File: config.mk
export PLATFORM = sky130hd
export DESIGN_NAME = saes_key_expand
export DESIGN_NICKNAME = d
export VERILOG_FILES = /design/src/rtl/saes_pkg.sv /design/src/rtl/saes_sub_nib.sv /design/src/rtl/saes_key_expand.sv
export SDC_FILE = /design/constraint.sdc
export NUM_CORES = 1
export LEC_CHECK = 0
export BUFFER_PORTS_ARGS = -buffer_cell sky130_fd_sc_hd__buf_2
export CORE_MARGIN = 8
export CORE_UTILIZATION = 35
export CTS_BUF_LIST = sky130_fd_sc_hd__clkbuf_2
export DETAILED_ROUTE_END_ITERATION = 6
export PLACE_DENSITY = 0.59
export SYNTH_ARGS = -nofsm -noshare
export SYNTH_HDL_FRONTEND = slang
export SYNTH_SLANG_ARGS = --single-unit
File: constraint.sdc
create_clock -name clk -period 3.2 [get_ports clk]
set_input_delay 0.48 -clock clk [delete_from_list [all_inputs] [get_ports clk]]
set_output_delay 0.48 -clock clk [all_outputs]
set_load 0.005 [all_outputs]
File: src/rtl/saes_pkg.sv
// saes_pkg: shared constants and types for the Simplified-AES key expansion.
//   RCON1 / RCON2 : round constants for the two expansion steps
//   SBOX_TABLE    : 16-entry 4-bit S-box, entry i at bits [i*4 +: 4]
//   state_t       : key-expansion FSM state type
package saes_pkg;

    localparam logic [7:0] RCON1 = 8'h80;
    localparam logic [7:0] RCON2 = 8'h30;

    // Entry F in the top nibble down to entry 0 in the bottom nibble.
    localparam logic [63:0] SBOX_TABLE = 64'h7_F_E_C_3_0_2_6_5_8_1_D_B_A_4_9;

    typedef enum logic [1:0] {
        StIdle = 2'd0,
        StExp1 = 2'd1,
        StExp2 = 2'd2,
        StEmit = 2'd3
    } state_t;

endpackage

File: src/rtl/saes_sub_nib.sv
// saes_sub_nib: combinational 4-bit S-box lookup.
//   i_nib [3:0] : input nibble
//   o_nib [3:0] : substituted nibble
module saes_sub_nib
    import saes_pkg::*;
(
    input  logic [3:0] i_nib,
    output logic [3:0] o_nib
);

    logic [5:0] w_base;

    assign w_base = {i_nib, 2'b00};
    assign o_nib  = SBOX_TABLE[w_base +: 4];

endmodule

File: src/rtl/saes_key_expand.sv
// saes_key_expand: sequential S-AES key expansion and round-key streamer.
// Derives K0..K2 from a 16-bit key over two compute cycles, then emits one key
// per key_valid/key_ready handshake.
// Ports:
//   clk, rst_n           : clock, synchronous active-low reset
//   start, key, encrypt  : expansion request, cipher key, direction (captured on start)
//   busy                 : high whenever not idle
//   key_valid, key_ready : round-key handshake
//   round_key, round_idx : current round key and its index (0..2)
//   done                 : one-cycle pulse after the third key is accepted
// Build option: define SAES_KEY_REVERSE_EN to honour encrypt=0 (emit K2, K1, K0);
// otherwise encrypt is ignored and emission is always forward.
module saes_key_expand
    import saes_pkg::*;
(
    input  logic        clk,
    input  logic        rst_n,
    input  logic        start,
    input  logic [15:0] key,
    input  logic        encrypt,
    output logic        busy,
    output logic        key_valid,
    input  logic        key_ready,
    output logic [15:0] round_key,
    output logic [1:0]  round_idx,
    output logic        done
);

    state_t     r_state;
    state_t     w_state_next;
    logic [7:0] r_w0, r_w1, r_w2, r_w3, r_w4, r_w5;
    logic [1:0] r_cnt;
    logic       r_done;
    logic       w_rev;

    logic       w_hs;
    logic       w_last;
    logic [7:0] w_sub_in;
    logic [7:0] w_g;
    logic [7:0] w_w2_next, w_w3_next, w_w4_next, w_w5_next;
    logic [1:0] w_idx;

    // One S-box pair shared by both expansion steps: w1 in EXP1, w3 in EXP2.
    // RotNib is folded in by feeding the low nibble to the high-output lookup.
    assign w_sub_in = (r_state == StExp2) ? r_w3 : r_w1;

    saes_sub_nib u_sub_hi (
        .i_nib (w_sub_in[3:0]),
        .o_nib (w_g[7:4])
    );

    saes_sub_nib u_sub_lo (
        .i_nib (w_sub_in[7:4]),
        .o_nib (w_g[3:0])
    );

    assign w_w2_next = r_w0 ^ RCON1 ^ w_g;
    assign w_w3_next = w_w2_next ^ r_w1;
    assign w_w4_next = r_w2 ^ RCON2 ^ w_g;
    assign w_w5_next = w_w4_next ^ r_w3;

    assign w_hs   = key_valid && key_ready;
    assign w_last = w_hs && (r_cnt == 2'd2);

`ifdef SAES_KEY_REVERSE_EN
    logic r_rev;

    always_ff @(posedge clk) begin
        if (!rst_n) begin
            r_rev <= 1'b0;
        end else if (r_state == StIdle && start) begin
            r_rev <= ~encrypt;
        end
    end

    assign w_rev = r_rev;
`else
    logic w_unused_encrypt;

    assign w_unused_encrypt = encrypt;
    assign w_rev            = 1'b0;
`endif

    always_comb begin
        w_state_next = r_state;
        unique case (r_state)
            StIdle:  if (start) w_state_next = StExp1;
            StExp1:  w_state_next = StExp2;
            StExp2:  w_state_next = StEmit;
            StEmit:  if (w_last) w_state_next = StIdle;
            default: w_state_next = StIdle;
        endcase
    end

    always_ff @(posedge clk) begin
        if (!rst_n) begin
            r_state <= StIdle;
            r_cnt   <= 2'd0;
            r_done  <= 1'b0;
            r_w0    <= 8'h00;
            r_w1    <= 8'h00;
            r_w2    <= 8'h00;
            r_w3    <= 8'h00;
            r_w4    <= 8'h00;
            r_w5    <= 8'h00;
        end else begin
            r_state <= w_state_next;
            r_done  <= w_last;
            if (r_state == StIdle && start) begin
                r_w0  <= key[15:8];
                r_w1  <= key[7:0];
                r_cnt <= 2'd0;
            end
            if (r_state == StExp1) begin
                r_w2 <= w_w2_next;
                r_w3 <= w_w3_next;
            end
            if (r_state == StExp2) begin
                r_w4 <= w_w4_next;
                r_w5 <= w_w5_next;
            end
            if (w_hs) begin
                r_cnt <= w_last ? 2'd0 : r_cnt + 2'd1;
            end
        end
    end

    assign busy      = (r_state != StIdle);
    assign key_valid = (r_state == StEmit);
    assign done      = r_done;
    assign w_idx     = w_rev ? (2'd2 - r_cnt) : r_cnt;

    always_comb begin
        round_key = 16'h0000;
        round_idx = 2'd0;
        if (key_valid) begin
            round_idx = w_idx;
            unique case (w_idx)
                2'd0:    round_key = {r_w0, r_w1};
                2'd1:    round_key = {r_w2, r_w3};
                default: round_key = {r_w4, r_w5};
            endcase
        end
    end

endmodule

==> flow_summary.yaml, run 1 <==
run_status:
  status: "finished, final reports clean"
finish:
  drive_gt1_share_pct: 16.06
  area_delta_synth_final_pct: 9.854
  final_util_pct: 39.36
  most-common-layout-cells: "nand2_1, dfxtp_1, buf_2"
  seq_area_um2: 1061
  final_common_cell: "nand2_1"
  multi_input_area_um2: 2429
  diodes: 0
  fill_cells: 1094
  nets: 505
sta:
  min_period_ns: 2.876
  fmax_ghz: 0.3477
  period_share_pct: 89.89
  setup_tns_ns: 0
  slew_violations: 0
  setup_violations: 0
  hold_violations: 0
  fin_ws_ns: 0.3236
  finClkSkew_ns: 0.03694
  rsz0062_at_grt: "no"
  slew_headroom_pct: 50.41
  worstMarginPinSlew_ns: 0.7439
grt:
  gr-usage-all-layers_pct: 13.56
  antenna_found_initial: 0
  grt_pass1_vias: 3122
  grt_pass1_wl_um: 15960
  grt_max_degree: 38
  grt_overflow_total: 0
clock_network:
  clock_sinks: 53
  path_clk_slew_ns: 0.29
  cts_tree: "done"
  cts_inserted_buffers: 5
  cts_setup_buffers: 0
  htreeDepth: 2
  cts_hold_buf: 0
  cts_buffer_depth: 2
  insertion_delay_ns: 0.47
  root_buffer: "clkbuf_2"
  post_cts_resized: 0
place:
  pre_cts_ws_ns: 0.3769
  dp_hpwl_um: 6931
  place.gp.congestion: 0.8798
  io_buffers: 40
routing:
  drc: 0
  ant_nets: 0
  first_pass_iters: 4
  drt_iter0_markers: 182
  route.vias.total: 3179
  wirelength_um: 9527
  via_per_inst: 5.272
  avgRoutedWirePerCell_um: 15.80
worst_hold_path:
  hold_path.startpoint: "key[0]"
  min_path_type: "in -> reg"
floorplanning:
  dieArea_um2: 14060
  die_w_um: 118.6
  num_io_pins: 42
  core.rowCount: 37
  initial_utilization_pct: 35.83
  die_y_um: 118.6
  core-area_um2: 10280
yosys:
  synth_fp_nets: 478
  ys_ff_latch: 53
  synth.distinct_cells: 58
  synth_warnings: 0
  synth-main-ff-cell: "dfxtp_1"
  ys_seq_area_share_pct: 28.81
  synth_edf_count: 0
  syn_inst: 439
  avgSynthCellArea_um2: 8.388
  synth-async-reset-ratio_pct: 0
  syn_area_um2: 3682
power_and_ir_drop:
  power.density_nw_per_um2: 746.0
  leakage_nw: 1.568
  irDropWorstVdd_mv: 0.5088
setup_path:
  r2r-start: "r_state[0]"
  slowest_stage: "mux2i_1"
  cp.arrival_ns: 3.29
  required_ns: 3.62
  critPathKind: "reg -> reg"
  max_stage_delay_ns: 0.45
  path_cells: "inv_1 -> ha_2 -> buf_4 -> mux2i_1 -> buf_4 -> inv_1 -> ha_1 -> mux2i_1 -> mux2i_1 -> xor3_1 -> a21oi_1"
  cpMostUsedCell: "mux2i_1"
  end_kind: "flop"
  cp_max_fo: 13
  cp-startpoint: "r_state[0]"
  startpoint_type: "flop"
job:
  drv_cap: 0
-- synth_stat cells (3+ instances only) --
master | count | area share, %
nand2_1 | 62 | 6.3
dfxtp_1 | 53 | 29
mux2i_1 | 31 | 8.4
a21oi_1 | 29 | 3.9
o21ai_0 | 28 | 3.8
and2_1 | 22 | 3.7
clkbuf_1 | 20 | 2.0
nand3_1 | 19 | 2.6
ha_1 | 18 | 6.1
nor2_1 | 13 | 1.3
inv_1 | 12 | 1.2
nor3_1 | 12 | 1.6
nand3b_1 | 11 | 2.2
a211oi_1 | 9 | 1.8
a31oi_1 | 9 | 1.5
o211ai_1 | 6 | 1.2
or3_1 | 6 | 1.0
xor3_1 | 6 | 3.9
mux2_2 | 4 | 1.2
nand2b_1 | 4 | 0.68
buf_1 | 3 | 0.31
mux2_4 | 3 | 1.2
nand4_1 | 3 | 0.51
nor2b_1 | 3 | 0.51
nor3b_1 | 3 | 0.61
xnor2_1 | 3 | 0.71
xor2_1 | 3 | 0.71
-- through the flow --
step	hold WS (ns)	instance area [um^2]	instances	power, mW
3_5_place_dp	0.4578	3976	595	2.643
2_1_floorplan	0.4461	3682	439	2.298
3_3_place_gp	0.4577	3976	595	2.594
5_1_grt	0.1578	4045	603	3.259
6_report	0.2139	4045	603	3.018
4_1_cts	0.1990	4045	603	3.012
-- routing by layer --
layer	part of all wire [%]	vias up	track usage [%]
met4	0.67	0	3.320
li1	-	1621	-
met1	52	1491	19.01
met5	0	-	0
met3	3.8	6	2.618
met2	44	61	20.81
-- power breakdown --
group | internal, mW | leakage [nW] | switching [mW]
sequential | 0.845 | 0.433 | 0.241
clock | 0.137 | 0.0432 | 0.234
combinational | 0.716 | 1.09 | 0.844
-- final cells by class --
| cell class | instances | area share [%] |
|---|---|---|
| clock buffer | 6 | 0.7423 |
| clock inverter | 2 | 0.9589 |
| inverter | 13 | 1.206 |
| multi-input combinational | 344 | 60.04 |
| sequential | 53 | 26.23 |
| tap | 136 | 4.207 |
| timing repair buffer | 49 | 6.619 |
-- path summary, 6_finish.rpt --
kind              depth (start not counted)  endpoint  slack (ns)
setup reg to reg                         11   r_w3[0]        0.32
setup / recovery                         11   r_w3[0]        0.32
hold / removal                            3   r_w1[0]        0.21
hold reg to reg                           2   r_w5[5]        0.49
-- sequential cells by signal, indices dropped and copies added, names as in the netlist --
signal / flops
r_w1: 8
r_state: 2
r_w4: 8
r_cnt: 2
r_w2: 8
r_w0: 8
r_w3: 8
done: 1
r_w5: 8
-- worst max-delay path, delay by kind of cell, from the launching register on --
family,cells,cell delay (ns)
buf+inv,4,0.60
mux,3,0.74
xor+xnor,1,0.30
compound gates,1,0.15
fa+ha+maj,2,0.67
flops,1,0.40
-- cell families (layout without fill, tap and decap cells) --
kind of cell	Yosys count	count (layout)	synth area share [%]
simple gates	167	167	23.07
compound gates	104	104	17.70
flops	53	53	28.81
buf+inv	42	70	5.301
mux	41	41	12.47
fa+ha+maj	18	18	6.116
xor+xnor	14	14	6.524
Power figures use the tool's default switching activity.
==> run 2, diff against run 1 <==
--- a/config.mk
+++ b/config.mk
@@ -5,8 +5,7 @@
 export SDC_FILE = /design/constraint.sdc
 export NUM_CORES = 1
 export LEC_CHECK = 0
-export BUFFER_PORTS_ARGS = -buffer_cell sky130_fd_sc_hd__buf_2
-export CORE_MARGIN = 8
+export BUFFER_PORTS_ARGS = -buffer_cell sky130_fd_sc_hd__buf_4
 export CORE_UTILIZATION = 35
 export CTS_BUF_LIST = sky130_fd_sc_hd__clkbuf_2
 export DETAILED_ROUTE_END_ITERATION = 6
==> run 2 against run 1 <==
Effect of this change: clock skew fell by 0.012 ns; count of clock-buffer cells in the layout shrank 1; flip-flop and latch count did not move; fmax fell by 0.72%; highest routed layer unchanged.
==> flow_summary.yaml, run 2 (synthesis results as in run 1) <==
run_status:
  status: "finished, final reports clean"
sta:
  fmax_ghz: 0.3452
  min_period_ns: 2.897
  hold_violations: 0
  rsz0062_at_grt: "no"
  worstMarginPinSlew_ns: 0.7167
  slew_violations: 0
  slew_headroom_pct: 52.22
  finClkSkew_ns: 0.02540
  setup_violations: 0
  setup_tns_ns: 0
  period_share_pct: 90.54
setup_path:
  cp-startpoint: "r_state[0]"
  cp_top_family: "multiplexers"
  reg2regPathDepth: 9
  cp_max_fo: 52
  critPathBufInv: 2
  cpMostUsedCell: "mux2i_1"
  required_ns: 3.64
  max_stage_delay_ns: 0.44
  reg2reg_to: "r_w5[0]"
  path_cells: "inv_1 -> ha_2 -> buf_12 -> mux2_2 -> ha_1 -> mux2i_1 -> mux2i_1 -> xor3_1 -> a21oi_1"
  r2r-start: "r_state[0]"
  reg2reg_slack_ns: 0.30
  cp.arrival_ns: 3.33
  slowest_stage: "mux2_2"
  startpoint_type: "flop"
  critPathKind: "reg -> reg"
  end_kind: "flop"
routing:
  route.vias.total: 3126
  ant_nets: 0
  first_pass_iters: 7
  wirelength_um: 8734
  avgRoutedWirePerCell_um: 14.56
  drc: 0
  via_per_inst: 5.210
  drt_iter0_markers: 163
finish:
  design_area_um2: 4120
  drive_gt1_share_pct: 15.52
  most-common-layout-cells: "nand2_1, dfxtp_1, buf_4"
  diodes: 0
  nets: 502
  final_util_pct: 40.09
  final_common_cell: "nand2_1"
  area_delta_synth_final_pct: 11.89
worst_hold_path:
  hold_path.startpoint: "key[0]"
  min_path_type: "in -> reg"
  hold_end: "r_w1[0]"
  min_path_cells: 3
grt:
  grt_pass1_wl_um: 14540
  grt_pass1_vias: 2849
  antenna_found_initial: 0
  grt_overflow_total: 0
  gr-usage-all-layers_pct: 16.42
  grt_max_degree: 53
clock_network:
  cts_buffer_depth: 2
  cts_inserted_buffers: 5
  post_cts_resized: 0
  clock_sinks: 53
  path_clk_slew_ns: 0.33
  cts_setup_buffers: 0
  insertion_delay_ns: 0.49
  root_buffer: "clkbuf_2"
  cts_hold_buf: 0
  cts_tree: "done"
  htreeDepth: 2
place:
  place.gp.congestion: 0.8148
  dp_hpwl_um: 6278
  dpl_cell_area_um2: 4066
  io_buffers: 40
floorplanning:
  core.rowCount: 37
  die_w_um: 104.6
  die_y_um: 104.6
  core-area_um2: 10280
  num_io_pins: 42
  dieArea_um2: 10930
  initial_utilization_pct: 35.83
power_and_ir_drop:
  power.density_nw_per_um2: 717.5
  irDropWorstVdd_mv: 0.5433
  leakage_nw: 1.563
  finalPower_mw: 2.956
job:
  drv_cap: 0
-- run 2: cell count changes in the layout (fill, tap and decap cells not counted) --
cell	previous run	this run
clkinv_4	1	0
buf_12	0	1
buf_4	9	45
inv_8	0	1
buf_2	40	0
inv_6	0	2
clkbuf_2	6	5
bufinv_16	1	0
-- run 2: routing by layer --
layer  vias up  part of all wire (%)  global-route usage, %
met5         -                     0                      0
met4         0                  0.85                  3.219
met3        10                   4.6                  2.558
met2        75                    44                  25.73
met1      1433                    51                  23.80
li1       1608                     -                      -
-- run 2: power breakdown --
group / leakage (nW) / total (mW) / switching, mW / internal (mW)
combinational: 1.09 / 1.56 / 0.832 / 0.732
sequential: 0.433 / 1.07 / 0.225 / 0.846
clock: 0.0359 / 0.321 / 0.254 / 0.0671
total: 1.56 / 2.96 / 1.31 / 1.64
-- run 2: cell type report --
cell class / count / area, um^2
clock inverter: 3 / 28.78
multi-input combinational: 344 / 2429
timing repair buffer: 46 / 357.8
inverter: 13 / 48.80
fill: 1093 / 6157
clock buffer: 5 / 25.02
tap: 136 / 170.2
sequential: 53 / 1061
-- run 2: worst min-delay path, cell delays in order --
cell,delay [ns]
buf_4,0.11
nand2_1,0.05
a21oi_1,0.05
-- run 2: how the worst max path moves through the flow --
stage	endpoint	slack, ns	cells past startpoint
6_report	r_w5[0]	0.30	9
5_1_grt	r_w4[4]	0.02	10
4_1_cts	r_w5[0]	0.30	9
3_5_place_dp	r_w5[0]	0.38	9
3_3_place_gp	r_w2[4]	0.45	10
2_1_floorplan	r_w5[0]	0.60	11
-- run 2: per-stage QoR --
| step | cells | worst slack [ns] | hold slack (ns) |
|---|---|---|---|
| floorplan | 439 | 0.5991 | 0.4461 |
| global placement | 592 | 0.4538 | 0.4575 |
| detailed placement | 592 | 0.3824 | 0.4674 |
| CTS | 600 | 0.2960 | 0.1484 |
| global route | 600 | 0.02220 | 0.1208 |
| finish | 600 | 0.3029 | 0.1754 |
==> run 3, diff against run 2 <==
--- a/config.mk
+++ b/config.mk
@@ -6,6 +6,8 @@
 export NUM_CORES = 1
 export LEC_CHECK = 0
 export BUFFER_PORTS_ARGS = -buffer_cell sky130_fd_sc_hd__buf_4
+export CAP_MARGIN = 5
+export CORE_MARGIN = 8
 export CORE_UTILIZATION = 35
 export CTS_BUF_LIST = sky130_fd_sc_hd__clkbuf_2
 export DETAILED_ROUTE_END_ITERATION = 6
==> constraint.sdc (replaced) <==
create_clock -name clk -period 3.1 [get_ports clk]
set_input_delay 0.465 -clock clk [delete_from_list [all_inputs] [get_ports clk]]
set_output_delay 0.465 -clock clk [all_outputs]
set_load 0.005 [all_outputs]
==> run 3 against run 2 <==
Effect of this change: total power increased by 4.5%; hold slack gained 0.051 ns; design area rose by 0.55%; wire length is 4.9% higher; utilization increased by 0.22 points; setup slack gained 0.019 ns; global-route usage shrank 3.4 points; non-clock buffer count increased by 3; sequential power up 4%; first-iteration DRC count grew 36%; combinational power grew 4%; clock power rose by 12%.
==> flow_summary.yaml, run 3 (synthesis results as in run 1) <==
routing:
  drc: 0
  route.vias.total: 3108
  wirelength_um: 9164
  first_pass_iters: 4
  ant_nets: 0
  avgRoutedWirePerCell_um: 15.20
  drt_iter0_markers: 222
  via_per_inst: 5.154
power_and_ir_drop:
  leakage_nw: 1.576
  power.density_nw_per_um2: 745.5
  clock_power_share_pct: 11.7
  p_int_mw: 1.760
  finalPower_mw: 3.088
  switchingPower_mw: 1.329
  irDropWorstVdd_mv: 0.4963
  pwr-share-comb_pct: 52.4
  swShare_pct: 43.02
  seqPwrFrac_pct: 36.0
sta:
  worstMarginPinSlew_ns: 0.7388
  rsz0062_at_grt: "no"
  finClkSkew_ns: 0.02170
  slew_violations: 0
  slew_headroom_pct: 50.75
  setup_tns_ns: 0
  hold_violations: 0
  min_period_ns: 2.778
  period_share_pct: 89.62
  hold_ws_ns: 0.2264
  setup_violations: 0
  fmax_ghz: 0.3599
clock_network:
  cts_tree: "done"
  cts_buffer_depth: 2
  clock_sinks: 53
  post_cts_resized: 0
  htreeDepth: 2
  path_clk_slew_ns: 0.28
  cts_inserted_buffers: 5
  root_buffer: "clkbuf_2"
  cts_setup_buffers: 0
  insertion_delay_ns: 0.43
  cts_hold_buf: 0
setup_path:
  critPathCapture: "r_w3[4]"
  critPathBufInv: 2
  required_ns: 3.49
  path_cells: "inv_1 -> ha_2 -> mux2_2 -> inv_1 -> ha_1 -> nor2b_1 -> nor3_1 -> or4_1 -> a31o_2 -> nand3_1"
  cp.arrival_ns: 3.16
  r2r-start: "r_state[0]"
  reg2reg_slack_ns: 0.32
  reg2regPathDepth: 10
  max_stage_delay_ns: 0.54
  slowest_stage: "or4_1"
  reg2reg_to: "r_w3[4]"
  cp_num_cells: 10
  startpoint_type: "flop"
  cp_top_family: "simple AND/OR/NAND/NOR gates"
  cpMostUsedCell: "inv_1"
  cp_max_fo: 12
  cp-startpoint: "r_state[0]"
  critPathKind: "reg -> reg"
  end_kind: "flop"
finish:
  seq_area_um2: 1061
  area_delta_synth_final_pct: 12.50
  fill_cells: 1058
  drive_gt1_share_pct: 15.85
  final_common_cell: "nand2_1"
  diodes: 0
  final_util_pct: 40.31
  nets: 505
  most-common-layout-cells: "nand2_1, dfxtp_1, buf_4"
  multi_input_area_um2: 2429
  design_area_um2: 4143
grt:
  grt_max_degree: 38
  grt_pass1_vias: 2936
  antenna_found_initial: 0
  grt_overflow_total: 0
  gr-usage-all-layers_pct: 12.98
  grt_pass1_wl_um: 15400
job:
  drv_cap: 0
worst_hold_path:
  min_path_cells: 3
  min_path_type: "in -> reg"
floorplanning:
  die_y_um: 118.6
  core.rowCount: 37
  num_io_pins: 42
  dieArea_um2: 14060
  die_w_um: 118.6
  core-area_um2: 10280
  initial_utilization_pct: 35.83
run_status:
  status: "finished, final reports clean"
place:
  place.gp.congestion: 0.8620
  dpl_cell_area_um2: 4076
  dp_hpwl_um: 6718
  io_buffers: 40
==> run 3: cell types whose count changed in the layout (fill, tap and decap cells not counted), sizes merged <==
cell / previous run / this run
clkinv: 0 / 1
clkinvlp: 0 / 1
buf: 46 / 49
bufinv: 0 / 1
inv: 16 / 13
==> run 3: final cells by class <==
cell class	instances	share of cell area, %
clock buffer	5	0.6040
clock inverter	3	0.9967
inverter	13	1.178
multi-input combinational	344	58.62
sequential	53	25.61
tap	136	4.108
timing repair buffer	49	8.880
==> run 3: worst min path at each step <==
stage                       start      end
after global placement    r_w5[5]  r_w5[5]
after global routing       key[7]  r_w1[7]
after detailed placement  r_w5[5]  r_w5[5]
final                      key[4]  r_w1[4]
after floorplan           r_w5[5]  r_w5[5]
after CTS                  key[4]  r_w1[4]
==> run 3: worst min-delay path, delay by kind of cell <==
| family | cells | cell delay (ns) |
|---|---|---|
| buf+inv | 1 | 0.11 |
| compound gates | 1 | 0.05 |
| simple gates | 1 | 0.05 |
==> run 3: stage by stage <==
step	std cells	worst slack (ns)
after floorplan	439	0.4991
after global placement	595	0.4206
after detailed placement	595	0.3676
after CTS	603	0.3445
after global routing	603	0.05428
final	603	0.3218
==> run 3: power by group through the flow <==
stage	Combinational, mW	Clock [mW]	Sequential (mW)
2_1_floorplan	1.33	0	1.04
3_3_place_gp	1.58	0	1.11
3_5_place_dp	1.61	0	1.13
4_1_cts	1.62	0.375	1.11
5_1_grt	1.80	0.405	1.14
6_report	1.62	0.361	1.11
==> run 3: metal layers <==
metal	track usage (%)	up-vias	part of all wire, %
met2	19.64	75	41
met5	0	-	0
li1	-	1607	-
met3	2.523	4	7.0
met1	18.82	1422	51
met4	2.055	0	0.56
